File: src/rtl/bin_a_bcd_seq_pkg.sv
// Shared types and helpers for the sequential binary-to-BCD converter.
package bcd_pkg;

    localparam int NIBBLE_W = 4;

    typedef enum logic [1:0] {
        IDLE = 2'd0,
        CONV = 2'd1,
        DONE = 2'd2
    } bcd_state_t;

    function automatic int unsigned bcd_limit(input int digits);
        int unsigned r;
        r = 1;
        for (int i = 0; i < digits; i++) begin
            r = r * 10;
        end
        return r;
    endfunction

endpackage

File: src/rtl/bin_a_bcd_seq_add3.sv
// Double-dabble digit corrector: nibbles of 5 or more get +3 before the shift.
module bcd_add3 (
    input  logic [3:0] i_nib,
    output logic [3:0] o_nib
);

    always_comb begin
        o_nib = i_nib;
        if (i_nib >= 4'd5) begin
            o_nib = i_nib + 4'd3;
        end
    end

endmodule

File: src/rtl/bin_a_bcd_seq.sv
// Sequential binary-to-BCD converter, one shift-and-add-3 step per clock.
// Values at or above 10**DIGITS saturate the output to all nines and flag ovf_o.
module bin_a_bcd_seq
    import bcd_pkg::*;
#(
    parameter int BIN_W  = 14,
    parameter int DIGITS = 4
) (
    input  logic                         clk_pi,
    input  logic                         rst_pi,
    input  logic                         start_pi,
    input  logic [BIN_W-1:0]             bin_pi,
    output logic [NIBBLE_W*DIGITS-1:0]   bcd_o,
    output logic                         busy_o,
    output logic                         done_o,
    output logic                         ovf_o
);

    localparam int          CNT_W     = $clog2(BIN_W + 1);
    localparam int unsigned BCD_LIMIT = bcd_limit(DIGITS);

    bcd_state_t                        r_state;
    logic [BIN_W-1:0]                  r_bin;
    logic [DIGITS:0][NIBBLE_W-1:0]     r_scratch;
    logic [CNT_W-1:0]                  r_cnt;
    logic                              r_ovf_q;
    logic [NIBBLE_W*DIGITS-1:0]        r_bcd;
    logic                              r_busy;
    logic                              r_done;
    logic                              r_ovf;

    logic [DIGITS:0][NIBBLE_W-1:0]     w_cor;
    logic                              w_ovf_in;

    // One corrector per digit plus the guard nibble.
    for (genvar g = 0; g <= DIGITS; g++) begin : g_add3
        bcd_add3 u_add3 (
            .i_nib (r_scratch[g]),
            .o_nib (w_cor[g])
        );
    end

    assign w_ovf_in = (32'(bin_pi) >= BCD_LIMIT);

    always_ff @(posedge clk_pi or posedge rst_pi) begin
        if (rst_pi) begin
            r_state   <= IDLE;
            r_bin     <= '0;
            r_scratch <= '0;
            r_cnt     <= '0;
            r_ovf_q   <= 1'b0;
            r_bcd     <= '0;
            r_busy    <= 1'b0;
            r_done    <= 1'b0;
            r_ovf     <= 1'b0;
        end else begin
            r_done <= 1'b0;
            case (r_state)
                IDLE: begin
                    if (start_pi) begin
                        r_bin     <= bin_pi;
                        r_scratch <= '0;
                        r_cnt     <= CNT_W'(BIN_W);
                        r_ovf_q   <= w_ovf_in;
                        r_busy    <= 1'b1;
                        r_state   <= CONV;
                    end
                end
                CONV: begin
                    // A bit falling off the guard nibble can only mean overflow.
                    r_scratch <= {w_cor[DIGITS][NIBBLE_W-2:0], w_cor[DIGITS-1:0],
                                  r_bin[BIN_W-1]};
                    r_bin     <= r_bin << 1;
                    r_ovf_q   <= r_ovf_q | w_cor[DIGITS][NIBBLE_W-1];
                    r_cnt     <= r_cnt - CNT_W'(1);
                    if (r_cnt == CNT_W'(1)) begin
                        r_state <= DONE;
                    end
                end
                DONE: begin
                    r_bcd   <= r_ovf_q ? {DIGITS{4'h9}} : r_scratch[DIGITS-1:0];
                    r_ovf   <= r_ovf_q;
                    r_done  <= 1'b1;
                    r_busy  <= 1'b0;
                    r_state <= IDLE;
                end
                default: begin
                    r_busy  <= 1'b0;
                    r_state <= IDLE;
                end
            endcase
        end
    end

    assign bcd_o  = r_bcd;
    assign busy_o = r_busy;
    assign done_o = r_done;
    assign ovf_o  = r_ovf;

endmodule
File: config.mk
export PLATFORM = sky130hd
export DESIGN_NAME = bin_a_bcd_seq
export DESIGN_NICKNAME = d
export VERILOG_FILES = /design/src/rtl/bin_a_bcd_seq_pkg.sv /design/src/rtl/bin_a_bcd_seq_add3.sv /design/src/rtl/bin_a_bcd_seq.sv
export SDC_FILE = /design/constraint.sdc
export NUM_CORES = 1
export LEC_CHECK = 0
export ABC_AREA = 1
export CORE_MARGIN = 2
export CORE_UTILIZATION = 55
export CTS_CLUSTER_SIZE = 16
export DETAILED_ROUTE_END_ITERATION = 16
export PLACE_DENSITY = 0.84
export SLEW_MARGIN = 20
export SYNTH_ARGS = -nofsm -noshare
export SYNTH_HDL_FRONTEND = slang
export SYNTH_HIERARCHICAL = 1
export SYNTH_SLANG_ARGS = --single-unit
File: constraint.sdc
create_clock -name clk_pi -period 2.1 [get_ports clk_pi]
set_input_delay 0.42 -clock clk_pi [delete_from_list [all_inputs] [get_ports clk_pi]]
set_output_delay 0.42 -clock clk_pi [all_outputs]
set_load 0.05 [all_outputs]
# Word-level counts from Yosys, hierarchy flattened
# Index checks and enable logic that the tools add are counted.
[totals]
mem_bits_rw = 0
romBits = 0
latchBits = 0
output_inout_bits = 19
regBits = 60
inputBits = 17
word_cells = 57
mem_count = 0
[op_classes]
reduce_logical = 5
n_bitwise = 2
addsub = 6
multipliers = 0
mux = 20
n_shift = 0
n_lt_le_gt_ge = 6
n_eq_ne = 5
n_div = 0
[op_table]
columns = ["op", "n"]
rows = [
  ["$pmux 20 s2", 1],
  ["$pmux 14 s2", 1],
  ["$mux 4", 6],
  ["$add 4x2->4 const B", 5],
  ["$ge 4x3->1 const B", 5],
  ["$mux 20", 1],
  ["$mux 16", 1],
  ["$ge 14x14->1 const B", 1],
  ["$mux 14", 1],
  ["$pmux 4 s2", 1],
  ["$reduce_and 2->1", 3],
  ["$eq 4x1->1 const B", 1],
  ["$mux 2", 2],
  ["$ne 2x2->1 const B", 2],
  ["$pmux 1 s2", 2],
  ["$pmux 2 s2", 1],
  ["$sub 4x1->4 const B", 1],
  ["$mux 1", 3],
  ["$eq 2x1->1 const B", 1],
  ["$eq 2x2->1 const B", 1],
  ["$logic_not 2->1", 1],
  ["$reduce_bool 2->1", 1],
  ["$not 1->1", 1],
  ["$or 1x1->1", 1],
]

# Depth between registers and ports, before layout
# Gate-level depths: netlist of run 1.
[logic_depth]
ltp_word = 4
mapped_depth = 10
ltp_nobuf = 10

# By module
# The synthesis of run 1 kept the hierarchy.
[modules_own_cells]
columns = ["module", "area_per_inst_um2", "seq_area_each_um2", "cells_each", "n_inst"]
rows = [
  ["bin_a_bcd_seq", 2509.9, 1501.4, 269, 1],
  ["bcd_add3", 135.1, 0.0, 23, 5],
]

# Worst setup path after synthesis of run 1
# No wires, ideal clock.
[synth_timing]
path_kind = "reg-to-reg"
start = "register r_scratch[16] (netlist bit)"
end = "register r_ovf_q"
required_ns = 2.023
path_stages_with_launch = 10
setup_slack_ns = 0.797
period_less_slack_ns = 1.303
n_path_buf = 0
setup_time_ns = 0.077
arrival_time_ns = 1.226
path_cell_list = "dfrtp_1 -> inv_1 -> ha_1 -> nor2_4 -> nor2_4 -> a21oi_2 -> nand3_1 -> nand2_1 -> nor2_1 -> a21oi_1"
[synth_lines]
columns = ["item", "line", "text"]
rows = [
  ["start: declaration", "bin_a_bcd_seq.sv:24", "logic [DIGITS:0][NIBBLE_W-1:0] r_scratch;"],
  ["start signal: assignment", "bin_a_bcd_seq.sv:71", "r_scratch <= {w_cor[DIGITS][NIBBLE_W-2:0], w_cor[DIGITS-1:0],"],
  ["end signal: assignment", "bin_a_bcd_seq.sv:64", "r_ovf_q <= w_ovf_in;"],
  ["end signal: assignment", "bin_a_bcd_seq.sv:74", "r_ovf_q <= r_ovf_q | w_cor[DIGITS][NIBBLE_W-1];"],
  ["end: declaration", "bin_a_bcd_seq.sv:26", "logic r_ovf_q;"],
]

# Worst setup path after layout of run 1
[layout_timing]
start = "register r_bcd[0] (netlist: bcd_o[0])"
end = "output port bcd_o[0]"
[layout_lines]
columns = ["item", "line", "text"]
rows = [
  ["start: declaration", "bin_a_bcd_seq.sv:27", "logic [NIBBLE_W*DIGITS-1:0] r_bcd;"],
  ["start signal: assignment", "bin_a_bcd_seq.sv:81", "r_bcd <= r_ovf_q ? {DIGITS{4'h9}} : r_scratch[DIGITS-1:0];"],
  ["end: declaration", "bin_a_bcd_seq.sv:13", "output logic [NIBBLE_W*DIGITS-1:0] bcd_o,"],
]
# No word-level cell between the ends.

==> run summary, run 1 <==
The filler cells instantiated in the layout total 460. At the end of the flow, the number of nets in the layout was 453. The post-synthesis sequential element count came out at 60. Dividing the detail-routed via count by the number of cells gives a little over 5. The run finished with clean final reports.

The number of cells on the worst reg-to-reg path is 9. The total die area came out at 6420 sq um. The die extent in x is 80.1 um. The routed design has around 6.3 mm of wire. The post-synthesis average cell area is 8.30 sq um.

The startpoint identified for the worst register-to-register timing path is r_scratch[16]$_DFFE_PP0P_. The number of sinks driven by the clock tree came out at 60. Post-CTS timing repair inserted 0 buffers for setup. The number of antenna violations at the first check in global routing came to 0. Setup total negative slack on the finished layout was measured at 0 ns. Dividing the final minimum period by the clock period gives ~93%. Clock skew on the completed layout was measured at approximately 0.0073 ns. The critical path arrival came out at 1.53 ns.

The highest cell delay on the worst timing path came out at 0.81 ns. The final setup violation count came out at 0. The first-pass GRT wire length came out at 11.0 mm. The HPWL after detailed placement came out at 4.41 mm. Setup repair after global routing left no endpoint under its margin. The number of global-route vias before repair came out at 2,465. Global routing used 22.4% of the available tracks across all layers. The final routed wire length divided by cell count came out at between 10 and 15 um. In this run the standard cell core region covers 5540 sq um. The largest fanout on the critical path came out at 2. The starting density of the core came out at 57.5%. The category of the critical setup timing path is reg -> out.

The tool flagged a number of max-cap violations equal to 0. The actual transition at the worst max-transition pin is about 0.5 ns. The share of Yosys cell area claimed by the top area cell type is 47.1%. The total placed instance area came out at 3580 sq um.

The number of unique standard cell types used by synthesis came out at 25. The total area of multi-input combinational cells came out at 1420 sq um. The critical path buffer and inverter count came out at 1. The ratio of total power to cell area is 1500 nW/um^2.

The clock tree from TritonCTS is built. The number of warnings issued by yosys came out at 6. The number of top-level pins is 36. The combined flip-flop and latch cell area is about 1500 sq um. The number of antenna diodes came out at 0. In this run the critical register-to-register path is captured at r_ovf_q$_DFFE_PP0P_. STA classifies the critical path startpoint as a flip-flop. STA classifies the critical path endpoint as an output pin. The core occupancy in the finished layout is 67.6%. From synthesis to final layout, the design area changed by 17.6%. The layout cell share with drive strength beyond 1 is 15.2%. The final weighted congestion of routability-driven global placement is 0.865.

The post-cts resize count is 0. The hold buffer count at cts is 0. The tree is rooted in a clkbuf_8.

The tightest slew margin relative to the limit is 66.8%. The worst-skew pair later-pin latency came out at between 0.3 and 0.4 ns. The antenna violation net count after detailed routing is 0. The biggest area contributor in the post-synthesis netlist is dfrtp_1. The reg2reg setup slack came out at 0.58 ns. The count of pins over their slew limit is 0.

The maximum level of the CTS H-tree is 3. The cell area after layout is roughly 3700 sq um. The synthesized netlist occupies a cell area of 3190 sq um. The net count after synthesis came out at between 400 and 500. The signal on the critical path passes through clkdlybuf4s50_1.

The count of buffers inserted at the top-level ports came out at 35. The clock period minus worst slack is 1.95 ns. The pin count of the biggest net entering global routing came out at 61. The analysis attributes to cell leakage a power of 1.79 nW. The total number of vias came out at 2,574. Derived from the worst setup path, the maximum achievable clock frequency is a little over 0.5 GHz.

The die is about 80 um tall. The hold violation count in the final report is 0. On the critical path, the stage with the largest delay is an instance of clkdlybuf4s50_1. The critical path required time is 1.68 ns.

The number of cell rows is 27. The instance count of the mapped netlist is roughly 380. The worst IR drop on VDD is 0.000727 V. The number of remaining DRC errors came out at 0. The clock input transition at the sequential cells of the worst setup and hold paths is 0.06 ns. Counting along the longest clock path gives a buffer depth of 2.

The number of DRC violations after detailed-routing iteration 0 is 144. Summing the sequential cell areas from Yosys gives 47.1% of the chip area. Counting the buffers created by CTS gives 9. The detailed-router iteration count before antenna repair is 4. Global routing finished with a remaining overflow of 0. Ranked by total cell area, the synthesized netlist is headed by dfrtp_1, nand2_1, ha_1. The kind of cell with the highest combined delay along the critical path is buffers and inverters. The worst hold path belongs to the class in -> async.
[synth_stat cells]
| library cell | instances |
|---|---|
| nand2_4 | 2 |
| inv_4 | 3 |
| a21oi_2 | 5 |
| inv_1 | 39 |
| o22ai_1 | 1 |
| nor3_1 | 1 |
| buf_4 | 2 |
| ha_1 | 12 |
| nor2_8 | 1 |
| nor2_1 | 34 |
| o211ai_1 | 1 |
| nand2_2 | 5 |
| o21ai_0 | 23 |
| buf_2 | 1 |
| nor2_2 | 1 |
| o21ai_1 | 5 |
| buf_6 | 5 |
| nand3_1 | 22 |
| inv_2 | 7 |
| nand2_1 | 120 |
| o21ai_2 | 13 |
| nor2_4 | 11 |
| dfrtp_1 | 60 |
| a21oi_1 | 9 |
| a22oi_2 | 1 |
[sequential cells by signal, indices dropped and copies added (netlist names)]
register and count:
busy_o 1, r_cnt 4, bcd_o 16, r_scratch 20
r_state 2, done_o 1, r_ovf_q 1, ovf_o 1
r_bin 14
[worst max-delay path by stage]
stage                         start              endpoint  depth (start not counted)
4_1_cts        bcd_o[3]$_DFFE_PP0P_              bcd_o[3]                          1
5_1_grt        bcd_o[0]$_DFFE_PP0P_              bcd_o[0]                          1
3_3_place_gp               start_pi  r_bin[6]$_DFFE_PP0P_                          6
3_5_place_dp               start_pi  r_bin[3]$_DFFE_PP0P_                          6
2_1_floorplan                rst_pi  bcd_o[0]$_DFFE_PP0P_                          1
6_report       bcd_o[0]$_DFFE_PP0P_              bcd_o[0]                          1
[through the flow]
stage | total power (W) | hold slack [ns] | setup slack (ns) | std cells
global placement | 0.00459 | 0.457 | 0.433 | 485
floorplan | 0.00412 | 0.442 | 0.195 | 384
CTS | 0.00564 | 0.462 | 0.143 | 500
detailed placement | 0.00469 | 0.474 | 0.408 | 485
finish | 0.00560 | 0.453 | 0.154 | 500
global route | 0.00609 | 0.485 | 0.114 | 500
[cell type report]
type	instances	area share [%]
inverter	49	5.11
timing repair buffer	37	10.1
clock inverter	2	0.267
clock buffer	13	4.24
multi-input combinational	267	37.8
sequential	60	40.1
tap	72	2.40
[metal layers]
metal / share of wire (%) / vias to the layer above / track usage (%)
li1: - / 1286 / -
met1: 43 / 1205 / 29.5
met2: 50 / 75 / 35.9
met3: 5.2 / 8 / 5.39
met4: 1.4 / 0 / 8.64
met5: 0 / - / 0
[layout by cell type (no fill, tap or decap), types with 8 or more instances in the layout]
master and count:
nand2_1 120, o21ai_0 23, inv_2 8, a21oi_1 9, inv_1 38, clkbuf_8 11
nor2_4 11, clkdlybuf4s50_1 35, nor2_1 34, ha_1 12, o21ai_2 13, nand3_1 22
dfrtp_1 60
[report_power, final]
group / switching (W) / internal, W / total (W)
Sequential: 0.000381 / 0.00160 / 0.00198
Clock: 0.000430 / 0.000483 / 0.000913
Combinational: 0.00174 / 0.000970 / 0.00271
[logic make-up after synthesis]
logic type | after synthesis | share of synthesized area (%)
fa+ha+maj | 12 | 4.71
buf+inv | 57 | 8.41
simple gates | 197 | 28.2
compound gates | 58 | 11.6
flops | 60 | 47.1
Note: power is estimated with default switching activity, not from simulation.
==> run 2: changes to the inputs <==
CELL_PAD_IN_SITES_DETAIL_PLACEMENT = 1   (was default)
CELL_PAD_IN_SITES_GLOBAL_PLACEMENT = 1   (was default)
CORE_UTILIZATION = 42   (was 55)
PLACE_DENSITY = 0.85   (was 0.84)
==> run summary, run 2 (synthesis results as in run 1) <==
The antenna violation net count after detailed routing was 0 (unchanged). The clock input transition at the sequential cells of the worst setup and hold paths came out at 0.07 ns (about the same). The largest fanout on the critical path came to 2 (unchanged). The hold violation count in the final report came to 0 (unchanged).

The number of DRC violations after detailed-routing iteration 0 is 75 (-48%). The number of clock buffers inserted by TritonCTS came out at 9 (unchanged). On the critical path, the stage with the largest delay is an instance of clkdlybuf4s50_1. The clock tree from TritonCTS is built.

The tightest slew margin relative to the limit was 65.9% (-0.85 points). The worst setup path is launched from a flip-flop. The top cell types in the final layout, fill and taps aside, are nand2_1, dfrtp_1, inv_1. The worst setup path is captured at an output pin.

The HPWL after detailed placement came to 5.45 mm (+23%). The clock period minus worst slack is 1.98 ns (+0.0298 ns). The amount of wire on met3 after detailed routing was 212 um (-35%). The final setup violation count was 0 (unchanged). The number of cell rows came out at 31 (+15%). The layout cell share with drive strength beyond 1 is 15.4% (+0.20 points).

The total track usage is 20.5% (-1.9 points). The maximum level of the CTS H-tree came out at 3 (unchanged). The die extent in x is 91.1 um (+14%).

Setup repair after global routing left no endpoint under its margin. The placeable core area is 7290 sq um (+32%). The standby leakage power came to 1.79 nW (+0.21%). The final net count was 453 (unchanged). The sum of routed wire length over all layers is 7.71 mm (+23%). The layout-stage area growth over the synthesis result is 19.1%. The number of remaining DRC errors came out at 0 (unchanged). The signal on the critical path passes through clkdlybuf4s50_1. The critical path required time came out at 1.68 ns (about the same). The minimum hold slack is 0.442 ns (-0.0108 ns). The number of sinks driven by the clock tree is 60 (unchanged). The pin count of the biggest net entering global routing came out at 61 (unchanged). The highest metal layer carrying signal wires in the routed design is met4.

The post-CTS setup repair buffer count came out at 0 (unchanged). The amount of wire on met2 after detailed routing is 3.93 mm (+25%). The clock skew came out at 0.00576 ns (-0.00157 ns). The worst IR drop on VDD came out at 0.000677 V (-6.9%). Counting flops per register, the top entry is r_scratch. In this run the worst hold path is classified as in -> async. The worst-skew pair later-pin latency was 0.35 ns (about the same). The highest cell delay on the worst timing path came out at 0.82 ns (about the same). The hold buffer count at cts came out at 0 (unchanged). The detailed-router iteration count before antenna repair was 4 (unchanged).

The count of buffers inserted at the top-level ports was 35 (unchanged). The wire length on met1 came to 3.42 mm (+26%). The number of antenna violations at the first check in global routing is 0 (unchanged). The flow ran to the end, and the final reports show no timing, DRC or antenna violations. The ratio of total power to cell area is 1530 nW/um^2 (+2.5%).

The actual transition at the worst max-transition pin is 0.509 ns (+0.0127 ns). The library cell used most frequently in the layout, excluding fill and tap cells, is nand2_1. The number of global-route vias before repair is 2,817 (+14%). The total number of vias is 2,599 (+0.97%).

The starting density of the core came out at 43.7% (-14 points). The final weighted congestion of routability-driven global placement is 0.840 (-2.9%). The tree is rooted in a clkbuf_8. The height of the die is 91.1 um (+14%). The timing-limited maximum frequency is 0.506 GHz (-1.5%). The detail-routed via count per cell came out at 4.92 (-4.4%). The final routed wire length divided by cell count is 14.6 um (+16%).

The ratio of final minimum period to clock period is 94.1% (+1.4 points). The first-pass GRT wire length was 13.4 mm (+22%). The critical path arrival came out at 1.56 ns (+0.03 ns). The final critical-path setup slack came out at 0.124 ns (-0.0298 ns). The maximum root-to-sink buffer count is 2 (unchanged).

The critical path buffer and inverter count is 1 (unchanged). The number of flip-flops in the largest register is 20 (unchanged). The count of pins over their slew limit came out at 0 (unchanged). The number of top-level pins is 36 (unchanged). The kind of cell with the highest combined delay on the critical path is buffers and inverters. The number of antenna diodes is 0 (unchanged). The post-placement setup slack came out at 0.312 ns (-0.0960 ns).

The critical path is of the reg -> out type. The total die area came out at 8300 sq um (+29%). The remaining global-route overflow is 0 (unchanged). The post-cts resize count was 0 (unchanged). The setup TNS after final layout is 0 ns (unchanged). The max capacitance violation total came out at 0 (unchanged).
[run 2: cell types whose count changed in the layout (fill, tap and decap cells not counted)]
cell        before  now
clkinv_2         2    3
clkbuf_8        11    9
bufinv_16        0    1
clkinvlp_4       0    1
[run 2: final timing paths]
path / start / slack (ns) / depth (start not counted) / end
setup / recovery: bcd_o[0]$_DFFE_PP0P_ / 0.12 / 1 / bcd_o[0]
hold / removal: rst_pi / 0.44 / 3 / bcd_o[14]$_DFFE_PP0P_
setup reg to reg: r_scratch[16]$_DFFE_PP0P_ / 0.55 / 9 / r_ovf_q$_DFFE_PP0P_
hold reg to reg: bcd_o[10]$_DFFE_PP0P_ / 0.48 / 2 / bcd_o[10]$_DFFE_PP0P_
max in group asynchronous: rst_pi / 1.39 / 3 / r_scratch[4]$_DFFE_PP0P_
min in group clk_pi: bcd_o[10]$_DFFE_PP0P_ / 0.48 / 2 / bcd_o[10]$_DFFE_PP0P_
[run 2: report_power, final]
part	switching (W)	internal (W)	total, W
Clock	0.000471	0.000542	0.00101
Sequential	0.000401	0.00160	0.00200
Combinational	0.00182	0.000976	0.00280
[run 2: routing by layer]
layer  vias up  track usage [%]
met5         -                0
met4         0             8.33
met3        13             3.24
met2        45             36.4
met1      1258             24.8
li1       1283                -
[run 2: metrics by stage]
step / instances / total power, W / instance area, sq um / utilization (%)
after floorplan: 384 / 0.00412 / 3190 / -
after global placement: 512 / 0.00464 / 3610 / 49.5
after detailed placement: 512 / 0.00484 / 3610 / 49.5
after CTS: 528 / 0.00589 / 3790 / 52.0
after global routing: 528 / 0.00634 / 3790 / 52.0
final: 528 / 0.00582 / 3790 / 52.0
[run 2: final cells by class]
type                            count  area, sq um
Clock buffer                       11          131
Fill cell                         890         3500
Timing Repair Buffer               37          378
Inverter                           49          191
Clock inverter                      5         52.6
Sequential cell                    60         1500
Tap cell                           99          124
Multi-Input combinational cell    267         1420
==> RTL change 1: new RTL, config.mk and constraints of run 1 <==
`BIN_W`: 14 -> 28.
--- a/src/rtl/bin_a_bcd_seq.sv
+++ b/src/rtl/bin_a_bcd_seq.sv
@@ -5,3 +5,3 @@
 #(
-    parameter int BIN_W  = 14,
+    parameter int BIN_W  = 28,
     parameter int DIGITS = 4
Interface: changed (resized bin_pi); port bits go from 36 to 50. The function was not compared with the original's and may differ.
==> RTL change 1 against run 1 <==
Sequential cell count increased by 15. Power increased by 13%. Worst setup slack improved by 0.0027 ns. Sequential share of layout area increased by 0.55 points. Wire length increased by 27%. Sequential power increased by 21%. Area after synthesis increased by 20%. Cell area increased by 23%. Clock power increased by 20%. Largest cell class unchanged.
==> RTL change 1: results (changes against run 1) <==
<table>
<tr><th>Metric</th><th>Value</th></tr>
<tr><th colspan="2">Status</th></tr>
<tr><td>Status</td><td>finished clean (unchanged)</td></tr>
<tr><th colspan="2">GRT</th></tr>
<tr><td>Global Route met3 Usage</td><td>0.0322 (was 0.0539)</td></tr>
<tr><td>Number of global-route vias before repair</td><td>3,086 (was 2,465)</td></tr>
<tr><td>Routing usage on met1</td><td>0.308 (was 0.295)</td></tr>
<tr><th colspan="2">Critical path</th></tr>
<tr><td>Capturing instance or port of the critical path</td><td>bcd_o[2] (was bcd_o[0])</td></tr>
<tr><td>Setup slack on the worst flop-to-flop path</td><td>0.56 ns (was 0.58 ns)</td></tr>
<tr><th colspan="2">Power and ir drop</th></tr>
<tr><td>Ratio of total power to cell area</td><td>1370 nW/um2 (was 1500 nW/um2)</td></tr>
<tr><td>Switching Fraction</td><td>0.425 (was 0.455)</td></tr>
<tr><td>Switching pwr</td><td>2700 uW (was 2550 uW)</td></tr>
<tr><td>VDD IR max</td><td>0.815 mV (was 0.727 mV)</td></tr>
<tr><th colspan="2">Finish</th></tr>
<tr><td>Register with the most flip-flops</td><td>r_bin (was r_scratch)</td></tr>
<tr><td>Share of post-route cells with drive strength above 1</td><td>0.118 (was 0.152)</td></tr>
<tr><td>Fin cells</td><td>605 (was 500)</td></tr>
<tr><td>Nets</td><td>563 (was 453)</td></tr>
<tr><td>Flip-flop count of the largest register, all copies and words added</td><td>28 (was 20)</td></tr>
<tr><td>Fillers</td><td>544 (was 460)</td></tr>
<tr><td>Number of logic inverters in the finished layout</td><td>62 (was 49)</td></tr>
<tr><td>Relative area of clock buffers and inverters in the final design</td><td>0.0423 (was 0.0451)</td></tr>
<tr><th colspan="2">Synthesis</th></tr>
<tr><td>Sequential share of the synthesized area</td><td>0.490 (was 0.471)</td></tr>
<tr><td>Proportion of netlist area held by the largest area contributor</td><td>0.490 (was 0.471)</td></tr>
<tr><th colspan="2">STA</th></tr>
<tr><td>Final Hold Slack</td><td>0.484 ns (was 0.453 ns)</td></tr>
<tr><th colspan="2">Min path</th></tr>
<tr><td>Worst min path class</td><td>flop to flop (was input port to async pin)</td></tr>
<tr><th colspan="2">CTS</th></tr>
<tr><td>Register clock-pin slew on the reported worst setup and hold paths</td><td>0.08 ns (was 0.06 ns)</td></tr>
<tr><th colspan="2">Drt</th></tr>
<tr><td>Final Routed Wirelength</td><td>7.97 mm (was 6.29 mm)</td></tr>
<tr><th colspan="2">Placed design</th></tr>
<tr><td>Placer's final routability congestion estimate</td><td>0.870 (was 0.865)</td></tr>
</table>
==> RTL change 1: kinds of logic (layout without fill, tap and decap cells) <==
| kind of cell | Yosys count | count (layout) | synth area share |
|---|---|---|---|
| AO/OA/AOI/OAI | 79 | 79 | 0.129 |
| flip-flops | 75 | 75 | 0.490 |
| XOR/XNOR | 1 | 1 | 0.00229 |
| AND/OR/NAND/NOR | 225 | 225 | 0.262 |
| buffers and inverters | 74 | 133 | 0.0770 |
| adder cells (fa/ha/maj) | 12 | 12 | 0.0392 |
==> RTL change 1: worst register-to-register path: cells and delay by family (launching register included) <==
family | cells | cell delay (ns)
AOI/OAI and AO/OA | 2 | 0.18
adders and majority gates | 1 | 0.23
buffers and inverters | 1 | 0.11
DFF | 1 | 0.44
and+or+nand+nor | 5 | 0.48
==> RTL change 2: new RTL, config.mk and constraints of run 1 <==
Without the edit above. Add an input register stage for `start_pi` and `bin_pi`, with the module's reset; this delays them by one clock.
--- a/src/rtl/bin_a_bcd_seq.sv
+++ b/src/rtl/bin_a_bcd_seq.sv
@@ -20,2 +20,15 @@
     localparam int unsigned BCD_LIMIT = bcd_limit(DIGITS);
+
+    logic start_pi_q;
+    logic [BIN_W-1:0] bin_pi_q;
+
+    always_ff @(posedge clk_pi or posedge rst_pi) begin
+        if (rst_pi) begin
+            start_pi_q <= '0;
+            bin_pi_q   <= '0;
+        end else begin
+            start_pi_q <= start_pi;
+            bin_pi_q   <= bin_pi;
+        end
+    end
 
@@ -42,3 +55,3 @@
 
-    assign w_ovf_in = (32'(bin_pi) >= BCD_LIMIT);
+    assign w_ovf_in = (32'(bin_pi_q) >= BCD_LIMIT);
 
@@ -59,4 +72,4 @@
                 IDLE: begin
-                    if (start_pi) begin
-                        r_bin     <= bin_pi;
+                    if (start_pi_q) begin
+                        r_bin     <= bin_pi_q;
                         r_scratch <= '0;
Formal check against the unedited RTL: not equivalent (a bounded check fails within 4 cycles, from zero or initial values and one cycle with rst_pi high).
==> RTL change 2 against run 1 <==
Critical path depth stayed put. Cell area is 11% higher. Fmax is 0.26% lower. Sequential cell count is 15 higher. Area after synthesis is 11% higher. Power is 12% higher. Clock skew is 0.00094 ns lower. Combinational power is 9.2% higher. Count of clock-buffer cells in the layout is 4 lower. Wire length is 11% higher. Worst setup slack worse by 0.0051 ns. Core utilization is 1.4 points lower. Hold slack better by 0.018 ns. Register-to-register slack worse by 0.05 ns.
==> RTL change 2: results (changes against run 1) <==
<table>
<tr><th>Metric</th><th>Value</th></tr>
<tr><th colspan="2">Placed design</th></tr>
<tr><td>Setup slack at placement</td><td>0.517 ns (was 0.408 ns)</td></tr>
<tr><td>Post-DP Area</td><td>3980 um2 (was 3580 um2)</td></tr>
<tr><td>Detail Placement HPWL</td><td>4.94 mm (was 4.41 mm)</td></tr>
<tr><th colspan="2">Finish</th></tr>
<tr><td>Fillers</td><td>527 (was 460)</td></tr>
<tr><td>Nets</td><td>475 (was 453)</td></tr>
<tr><td>Share of post-route cells with drive strength above 1</td><td>0.133 (was 0.152)</td></tr>
<tr><td>Cell area after layout</td><td>4150 um2 (was 3750 um2)</td></tr>
<tr><th colspan="2">Power and ir drop</th></tr>
<tr><td>Seq pwr</td><td>2330 uW (was 1980 uW)</td></tr>
<tr><td>VDD IR max</td><td>1.05 mV (was 0.727 mV)</td></tr>
<tr><td>Reported leakage power</td><td>0.00199 uW (was 0.00179 uW)</td></tr>
<tr><td>Proportion of power drawn by flip-flops and latches</td><td>0.371 (was 0.354)</td></tr>
<tr><td>Int Power</td><td>3440 uW (was 3060 uW)</td></tr>
<tr><th colspan="2">CTS</th></tr>
<tr><td>Register clock-pin slew on the reported worst setup and hold paths</td><td>0.08 ns (was 0.06 ns)</td></tr>
<tr><th colspan="2">STA</th></tr>
<tr><td>Clock period minus worst slack</td><td>1.95 ns (about the same)</td></tr>
<tr><td>Worst Skew</td><td>0.00639 ns (was 0.00733 ns)</td></tr>
<tr><td>Slew margin rel.</td><td>0.619 (was 0.668)</td></tr>
<tr><th colspan="2">Critical path</th></tr>
<tr><td>Cell family contributing the most delay on the critical path</td><td>buffers and inverters (unchanged)</td></tr>
<tr><td>Worst Reg2Reg Path Length in Cells</td><td>6 (was 9)</td></tr>
<tr><td>Source of the worst register-to-register timing path</td><td>r_state[1]$_DFFE_PP0P_ (was r_scratch[16]$_DFFE_PP0P_)</td></tr>
<tr><th colspan="2">Synthesis</th></tr>
<tr><td>Unique cell type count in the Yosys netlist</td><td>24 (was 25)</td></tr>
<tr><td>Net count after synthesis</td><td>434 (was 413)</td></tr>
<tr><td>EDFF count, synth</td><td>0 (unchanged)</td></tr>
<tr><th colspan="2">Drt</th></tr>
<tr><td>Final Routed Wirelength</td><td>6.96 mm (was 6.29 mm)</td></tr>
<tr><td>Via Count</td><td>2,753 (was 2,574)</td></tr>
<tr><th colspan="2">Status</th></tr>
<tr><td>Status</td><td>finished clean (unchanged)</td></tr>
</table>
-- RTL change 2: changes by cell type after synthesis, moves of 6 or more --
cell / change
sky130_fd_sc_hd__nand3_1: -6
sky130_fd_sc_hd__o21ai_1: +35
sky130_fd_sc_hd__nor2_1: +8
sky130_fd_sc_hd__nand2_1: -20
sky130_fd_sc_hd__dfrtp_1: +15
sky130_fd_sc_hd__o21ai_0: -8
sky130_fd_sc_hd__o21ai_2: -8
-- RTL change 2: worst max-delay path by stage --
stage                               from                  end  slack (ns)  cells after the start
2_1_floorplan  r_scratch[16]$_DFFE_PP0P_  r_ovf_q$_DFFE_PP0P_        0.79                      9
3_3_place_gp          busy_o$_DFFE_PP0P_               busy_o        0.55                      1
3_5_place_dp       bcd_o[10]$_DFFE_PP0P_            bcd_o[10]        0.52                      1
4_1_cts            bcd_o[13]$_DFFE_PP0P_            bcd_o[13]        0.14                      1
5_1_grt            bcd_o[10]$_DFFE_PP0P_            bcd_o[10]        0.11                      1
6_report           bcd_o[13]$_DFFE_PP0P_            bcd_o[13]        0.15                      1
-- RTL change 2: layout make-up --
class	count	area [um2]	area share
multi-input combinational	267	1390	0.335
timing repair buffer	39	405	0.0976
clock buffer	9	124	0.0298
clock inverter	7	52.6	0.0127
inverter	54	206	0.0497
tap	77	96.3	0.0232
sequential	75	1880	0.452
-- RTL change 2: kinds of logic after synthesis --
kind of cell,synth area share
buffers and inverters,0.0734
and+or+nand+nor,0.230
adders and majority gates,0.0426
AOI/OAI and AO/OA,0.122
DFF,0.532
-- RTL change 2: metal layers --
layer / track usage / wire (um) / vias to the layer above
met2: 0.380 / 3580 / 90
met1: 0.259 / 2960 / 1297
met3: 0.0396 / 316 / 12
met5: 0 / 0 / -
met4: 0.0806 / 103 / 0
li1: - / - / 1354
